## src/rtl/mem_access_unit.sv

```systemverilog
// Load/store initiator for a 16-bit word-addressed data memory: one request at a time,
// byte stores by read-modify-write, byte loads sign/zero-extended.
module mem_access_unit #(
  parameter int MEM_WORDS = 2048
) (
  input  logic        clk,
  input  logic        rst_n,
  input  logic        req_valid,
  output logic        req_ready,
  input  logic        req_we,
  input  logic [1:0]  req_mode,
  input  logic [15:0] req_addr,
  input  logic [15:0] req_wdata,
  output logic        resp_valid,
  input  logic        resp_ready,
  output logic [15:0] resp_rdata,
  output logic        resp_err,
  output logic        mem_rd,
  output logic        mem_wn,
  output logic [15:0] mem_address,
  output logic [1:0]  mem_mode,
  output logic [15:0] mem_write_data,
  input  logic [15:0] mem_read_data
);

  typedef enum logic [2:0] {
    IDLE, LD_RD, LD_CAP, ST_WR, RMW_RD, RMW_MRG, RMW_WR, RESP
  } state_e;

  typedef struct packed {
    logic        we;
    logic [1:0]  mode;
    logic [15:0] addr;
    logic [15:0] wdata;
  } req_t;

  localparam logic [16:0] WORD_LIMIT = 17'(MEM_WORDS);

  state_e      state_q, state_d;
  req_t        req_q, req_d;
  logic [15:0] rdata_q, rdata_d;
  logic        err_q, err_d;
  logic        rv_q, rv_d;

  logic        accept, req_err, byte_hi;
  logic [7:0]  rd_byte;
  logic [15:0] ld_val, merged;

  assign accept  = req_valid && (state_q == IDLE);
  assign req_err = (req_mode == 2'b11)
                || ((req_mode == 2'b00) && req_addr[0])
                || ({2'b00, req_addr[15:1]} >= WORD_LIMIT);

  // Byte lane is chosen by the latched address LSB, both for loads and the RMW merge.
  assign byte_hi = req_q.addr[0];
  assign rd_byte = byte_hi ? mem_read_data[15:8] : mem_read_data[7:0];
  assign merged  = byte_hi ? {req_q.wdata[7:0], mem_read_data[7:0]}
                           : {mem_read_data[15:8], req_q.wdata[7:0]};

  always_comb begin
    case (req_q.mode)
      2'b00:   ld_val = mem_read_data;
      2'b01:   ld_val = {8'h00, rd_byte};
      default: ld_val = {{8{rd_byte[7]}}, rd_byte};
    endcase
  end

  // State register
  always_ff @(posedge clk or negedge rst_n) begin
    if (!rst_n) state_q <= IDLE;
    else        state_q <= state_d;
  end

  // Next-state logic
  always_comb begin
    state_d = state_q;
    case (state_q)
      IDLE: if (accept) begin
        if (req_err)                  state_d = RESP;
        else if (!req_we)             state_d = LD_RD;
        else if (req_mode == 2'b00)   state_d = ST_WR;
        else                          state_d = RMW_RD;
      end
      LD_RD:   state_d = LD_CAP;
      LD_CAP:  state_d = RESP;
      ST_WR:   state_d = RESP;
      RMW_RD:  state_d = RMW_MRG;
      RMW_MRG: state_d = RMW_WR;
      RMW_WR:  state_d = RESP;
      RESP:    if (rv_q && resp_ready) state_d = IDLE;
      default: state_d = IDLE;
    endcase
  end

  // Output decode
  always_comb begin
    req_ready = 1'b0;
    mem_rd    = 1'b0;
    mem_wn    = 1'b0;
    case (state_q)
      IDLE:           req_ready = 1'b1;
      LD_RD, RMW_RD:  mem_rd    = 1'b1;
      ST_WR, RMW_WR:  mem_wn    = 1'b1;
      default: ;
    endcase
  end

  // Request latch, load capture and response flags
  always_comb begin
    req_d   = req_q;
    rdata_d = rdata_q;
    err_d   = err_q;
    if (accept) begin
      req_d   = '{we: req_we, mode: req_mode, addr: req_addr, wdata: req_wdata};
      rdata_d = '0;
      err_d   = req_err;
    end
    if (state_q == LD_CAP)  rdata_d     = ld_val;
    if (state_q == RMW_MRG) req_d.wdata = merged;
    // Valid rises one cycle after entering RESP and drops right after the handshake.
    rv_d = (state_q == RESP) && !(rv_q && resp_ready);
  end

  always_ff @(posedge clk or negedge rst_n) begin
    if (!rst_n) begin
      req_q   <= '0;
      rdata_q <= '0;
      err_q   <= 1'b0;
      rv_q    <= 1'b0;
    end else begin
      req_q   <= req_d;
      rdata_q <= rdata_d;
      err_q   <= err_d;
      rv_q    <= rv_d;
    end
  end

  assign resp_valid     = rv_q;
  assign resp_rdata     = rdata_q;
  assign resp_err       = err_q;
  assign mem_address    = {1'b0, req_q.addr[15:1]};
  assign mem_mode       = req_q.mode;
  assign mem_write_data = req_q.wdata;

endmodule

```

## config.mk

```make
export PLATFORM = sky130hd
export DESIGN_NAME = mem_access_unit
export DESIGN_NICKNAME = d
export VERILOG_FILES = /design/src/rtl/mem_access_unit.sv
export SDC_FILE = /design/constraint.sdc
export NUM_CORES = 1
export LEC_CHECK = 0
export CORE_MARGIN = 4
export CORE_UTILIZATION = 35
export CTS_CLUSTER_DIAMETER = 40
export DETAILED_ROUTE_END_ITERATION = 10
export GPL_ROUTABILITY_DRIVEN = 0
export PLACE_DENSITY_LB_ADDON = 0.12
export SLEW_MARGIN = 40
export SYNTH_ARGS = -nofsm -noshare
export SYNTH_HDL_FRONTEND = slang
export SYNTH_SLANG_ARGS = --single-unit
```

## constraint.sdc

```tcl
create_clock -name clk -period 2.6 [get_ports clk]
set_input_delay 0.52 -clock clk [delete_from_list [all_inputs] [get_ports clk]]
set_output_delay 0.52 -clock clk [all_outputs]
set_load 0.02 [all_outputs]
```

* Yosys cells after proc, flatten, opt, wreduce, memory -nomap -nowiden
Index checks and enable logic that the tools add are counted.
** Word-level totals
- Register bits :: 55
- Latch bits :: 0
- RAM bits :: 0
- ROM bits :: 0
- Bits of input ports :: 55
- Output and inout port bits :: 55
- Word-level logic and storage cells :: 54
- Memories :: 0
** Operators by class
- $add $sub $neg :: 0
- $mul :: 0
- Div/mod/pow operators :: 0
- Order comparisons :: 1
- Equal/unequal tests :: 12
- Shift operators :: 0
- Multiplexer cells :: 16
- Bitwise operators :: 0
- Reduce and logical (&&, ||, !) cells :: 17
** Operators with widths (count)
- $mux W16 :: 5
- $pmux W16 S2 :: 1
- $pmux W3 S6 :: 1
- $ge A15 B12 Y1 const B :: 1
- $mux W3 :: 5
- $eq A3 B3 Y1 const B :: 4
- $mux W8 :: 1
- $eq A3 B2 Y1 const B :: 2
- $ne A2 B2 Y1 const B :: 3
- $logic_and A1 B1 Y1 :: 4
- $logic_not A2 Y1 :: 2
- $reduce_and A2 Y1 :: 2
- $reduce_bool A2 Y1 :: 2
- $reduce_or A2 Y1 :: 2
- $eq A3 B1 Y1 const B :: 1
- $logic_not A3 Y1 :: 1
- $mux W1 :: 3
- $reduce_or A3 Y1 :: 1
- $eq A2 B1 Y1 const B :: 1
- $eq A2 B2 Y1 const B :: 1
- $logic_or A1 B1 Y1 :: 2
- $logic_not A1 Y1 :: 1

* Logic depth before layout (Yosys ltp)
- Word-level depth :: 7
- Mapped depth :: 6
- Gate-level depth less buffers :: 4

* Least setup slack after synthesis
No wires, ideal clock.
- Path kind :: register to register
- From :: register state_q[2]
- To :: register req_q, in the netlist mem_address[10]
- Setup time :: 0.127 ns
- Arrival time :: 1.512 ns
- Data required time :: 2.473 ns
- Slack :: 0.960 ns
- Cell stages (with the launch flop) :: 6
- Path buffers :: 2
- Clock period less this slack :: 1.640 ns
- Cell sequence :: dfrtp_1 -> nor3_4 -> and2_4 -> buf_6 -> buf_6 -> mux2_1
** Between the ends
- Longest elaborated chain between the ends :: 2
** RTL lines
- start: declaration :: RTL line 39 : state_e state_q, state_d;
- start signal: assignment :: RTL line 71 : else state_q <= state_d;
- $logic_not A3 Y1 :: RTL line 49 : assign accept = req_valid && (state_q == IDLE);
- $logic_and A1 B1 Y1 :: RTL line 49
- end signal: assignment :: RTL line 131 : req_q <= req_d;
- end: declaration :: RTL line 40 : req_t req_q, req_d;
No other way between the ends.
A chain may end at the register's enable or synchronous reset.

* Final worst setup path
- From :: register state_q[2]
- To :: output port mem_rd
** Between the ends
- Longest elaborated chain between the ends :: 3
- Elaborated cells between the ends (all ways) :: 4
- Classes of those cells :: 2 x eq/ne; 1 x mux; 1 x reduce/logical
** RTL lines
- $eq A3 B1 Y1 / $eq A3 B3 Y1 (equally long branches) :: RTL line 100 : case (state_q)
- $reduce_or A2 Y1 (*) :: RTL line 100
- $mux W1 (*) :: RTL line 100
- end: declaration :: RTL line 18 : output logic mem_rd,
Every way passes the cells marked *; elsewhere a longest branch is shown, timed or not.

==> results.cfg <==
[cts]
cts_sinks = 55
cts_tree = yes
htreeDepth = 2
cts_buffer_depth = 2
cts-root-buf = clkbuf_8
postCtsSetupRepairBufs = 0
cts_hold_buf = 0
cts_resized = 0
insertion_delay_ps = 310
cts_buffers = 5
path_clk_slew_ps = 100

[power_and_ir_drop]
p_sw_frac = 0.398
switchingPower_mw = 1.89
vdd_ir_drop_max_v = 0.000542
leakagePower_nw = 1.68
clockPowerShare = 0.124
cellPowerDensity_mw_per_mm2 = 1220
seq_power_share = 0.333
combPwrFrac = 0.543
p_int_mw = 2.86

[outcome]
outcome = finished, final reports clean

[synthesis]
synth_nets = 285
ys.warnings.count = 0
synth_top_area_cell = dfrtp_1
yosysSeqAreaShare = 0.527
synth.area.top_cells = dfrtp_1 53%, mux2_1 6.9%, mux2i_1 6.5%
ys_types = 40
ys_ff_latch = 55
synth_top_area_share = 0.527
synth.cell_area_mm2 = 0.00261
synthCells = 230
avgSynthCellArea_um2 = 11.4

[floorplanning]
rows = 31
initial_core_util = 0.360
core-area_mm2 = 0.00725
die-width_um = 94.4
die_h_um = 94.4
fp.dieArea_mm2 = 0.00891
ios = 110

[setup_path]
crit_path_top_delay_cell = dfrtp_1
crit_fanout = 11
slowest_delay_ps = 640
setup.worst_path.start_class = flop
cp_cell_sequence = xor2_1, and2_1, clkdlybuf4s50_1
crit_arrival_ps = 1900
critPathTopFamily = flip-flops
cp-end-kind = primary output
critical_path_class = flop to primary output
cp_num_buf_inv = 1
required_ps = 2080

[sta]
period_share = 0.930
max_slew_margin = 0.589
fmax_ghz = 0.414
min_period_ps = 2420
setup_tns_ps = 0
finClkSkew_ps = 11.4
rsz0062_at_grt = no
finalSetupViolCount = 0
tightest_slew_ps = 617
finalHoldViolCount = 0
slew_viol_final = 0

[placed_design]
hpwlAfterDp_um = 5380
numPortBuffers = 108

[route]
viasPerCell = 4.86
initialDrtViolationCount = 44
vias = 2123
ant_nets = 0
drcViolationCount = 0
wire_per_inst_um = 16.3
drt_pre_antenna_iters = 4
finalWirelength_um = 7110

[job]
maxCapViolations = 0

[final_layout]
num-nets-final = 392
fillers = 664
layout-drive-gt1-share = 0.0917
area_growth_pct = 48.9
post-route-util = 0.536
num_antenna_cells = 0

[global_route]
grt_pass1_wl_um = 11200
grt_pass1_vias = 2078
overflow = 0
grt_usage = 0.163
grt_max_degree = 31
antenna_found_initial = 0

[hold_path]
hold_path_class = input port to async pin
## per-stage QoR
step,setup slack (ps),power (mW),hold slack (ps),cell area [µm²],cells
6_report,183,4.75,216,3890,437
5_1_grt,52.7,5.08,243,3890,437
4_1_cts,172,4.82,230,3890,437
3_5_place_dp,435,4.22,477,3770,429
3_3_place_gp,465,4.19,468,3770,429
2_1_floorplan,960,3.06,224,2610,230
## worst reg2reg max path, stage by stage, from the launching register on
cell,delay [ps]
dfrtp_1,560
nor3_4,320
and2_4,400
buf_12,220
mux2_1,340
## layout make-up
| class | instances | area, µm² | share of cell area |
|---|---|---|---|
| Sequential cell | 55 | 1380 | 0.354 |
| Timing Repair Buffer | 113 | 1140 | 0.293 |
| Multi-Input combinational cell | 151 | 1090 | 0.281 |
| Tap cell | 99 | 124 | 0.0318 |
| Clock buffer | 6 | 82.6 | 0.0212 |
| Inverter | 11 | 41.3 | 0.0106 |
| Clock inverter | 2 | 35.0 | 0.00900 |
## routing by layer
layer,share of wire,track usage,up-vias
li1,-,-,1040
met1,0.49,0.251,996
met2,0.43,0.230,83
met3,0.074,0.0367,4
met4,0.0065,0.0397,0
met5,0,0,-
## cell usage in the layout, fill, tap and decap left out, types with 2 or more instances in the layout
master / n
buf_4: 3
clkdlybuf4s50_1: 107
and2_1: 2
buf_12: 2
mux2_1: 16
xor2_1: 2
o21ai_1: 12
nand2_1: 22
dfrtp_1: 55
inv_1: 10
a21o_1: 2
a221o_1: 8
o22ai_1: 9
a21oi_1: 10
mux2i_1: 17
nor2_1: 12
clkbuf_8: 6
nand4_1: 2
o21ai_2: 9
a22oi_1: 9
## cells in the mapped netlist (all sizes together)
cell type and n:
or2 1, buf 12, nor2 13, or3b 1, dfrtp 55, nand3 1
nor4 2, clkbuf 1, o21bai 1, a22oi 9, o21ai 22, nand2 23
a21o 2, a221o 8, o31ai 1, mux2 16, o21a 1, and2 3
inv 10, nand4 2, conb 1, nand3b 1, xor2 2, clkinv 1
mux2i 17, a31oi 2, nor3 2, o22ai 9, a21oi 11
## cells by family after synthesis
family,Yosys count,synth area share
AO/OA/AOI/OAI,66,0.177
flip-flops,55,0.527
AND/OR/NAND/NOR,49,0.0991
multiplexers,33,0.134
buffers and inverters,24,0.0550
XOR/XNOR,2,0.00670
other,1,0.00143
## state kept, by name (all words and copies together) (netlist names)
signal	flops
byte_hi	1
mem_address	15
mem_mode	2
mem_write_data	16
resp_err	1
resp_rdata	16
resp_valid	1
state_q	3
## final timing paths
check	startpoint	end	slack (ps)	cells after the start
min in group clk	mem_address[0]	mem_address[0]	490	1
hold / removal	rst_n	mem_write_data[9]	220	1
hold reg to reg	mem_address[0]	mem_address[0]	490	1
max in group asynchronous	rst_n	resp_rdata[12]	1800	2
setup / recovery	state_q[2]	mem_rd	180	3
setup reg to reg	state_q[2]	mem_address[1]	650	4
## power groups by stage
stage	Clock [mW]	Sequential, mW	Combinational [mW]
2_1_floorplan	0	1.99	1.07
5_1_grt	0.641	1.65	2.78
3_5_place_dp	0	1.60	2.62
4_1_cts	0.608	1.59	2.62
3_3_place_gp	0	1.60	2.59
6_report	0.588	1.58	2.58
Power figures use the tool's default switching activity.
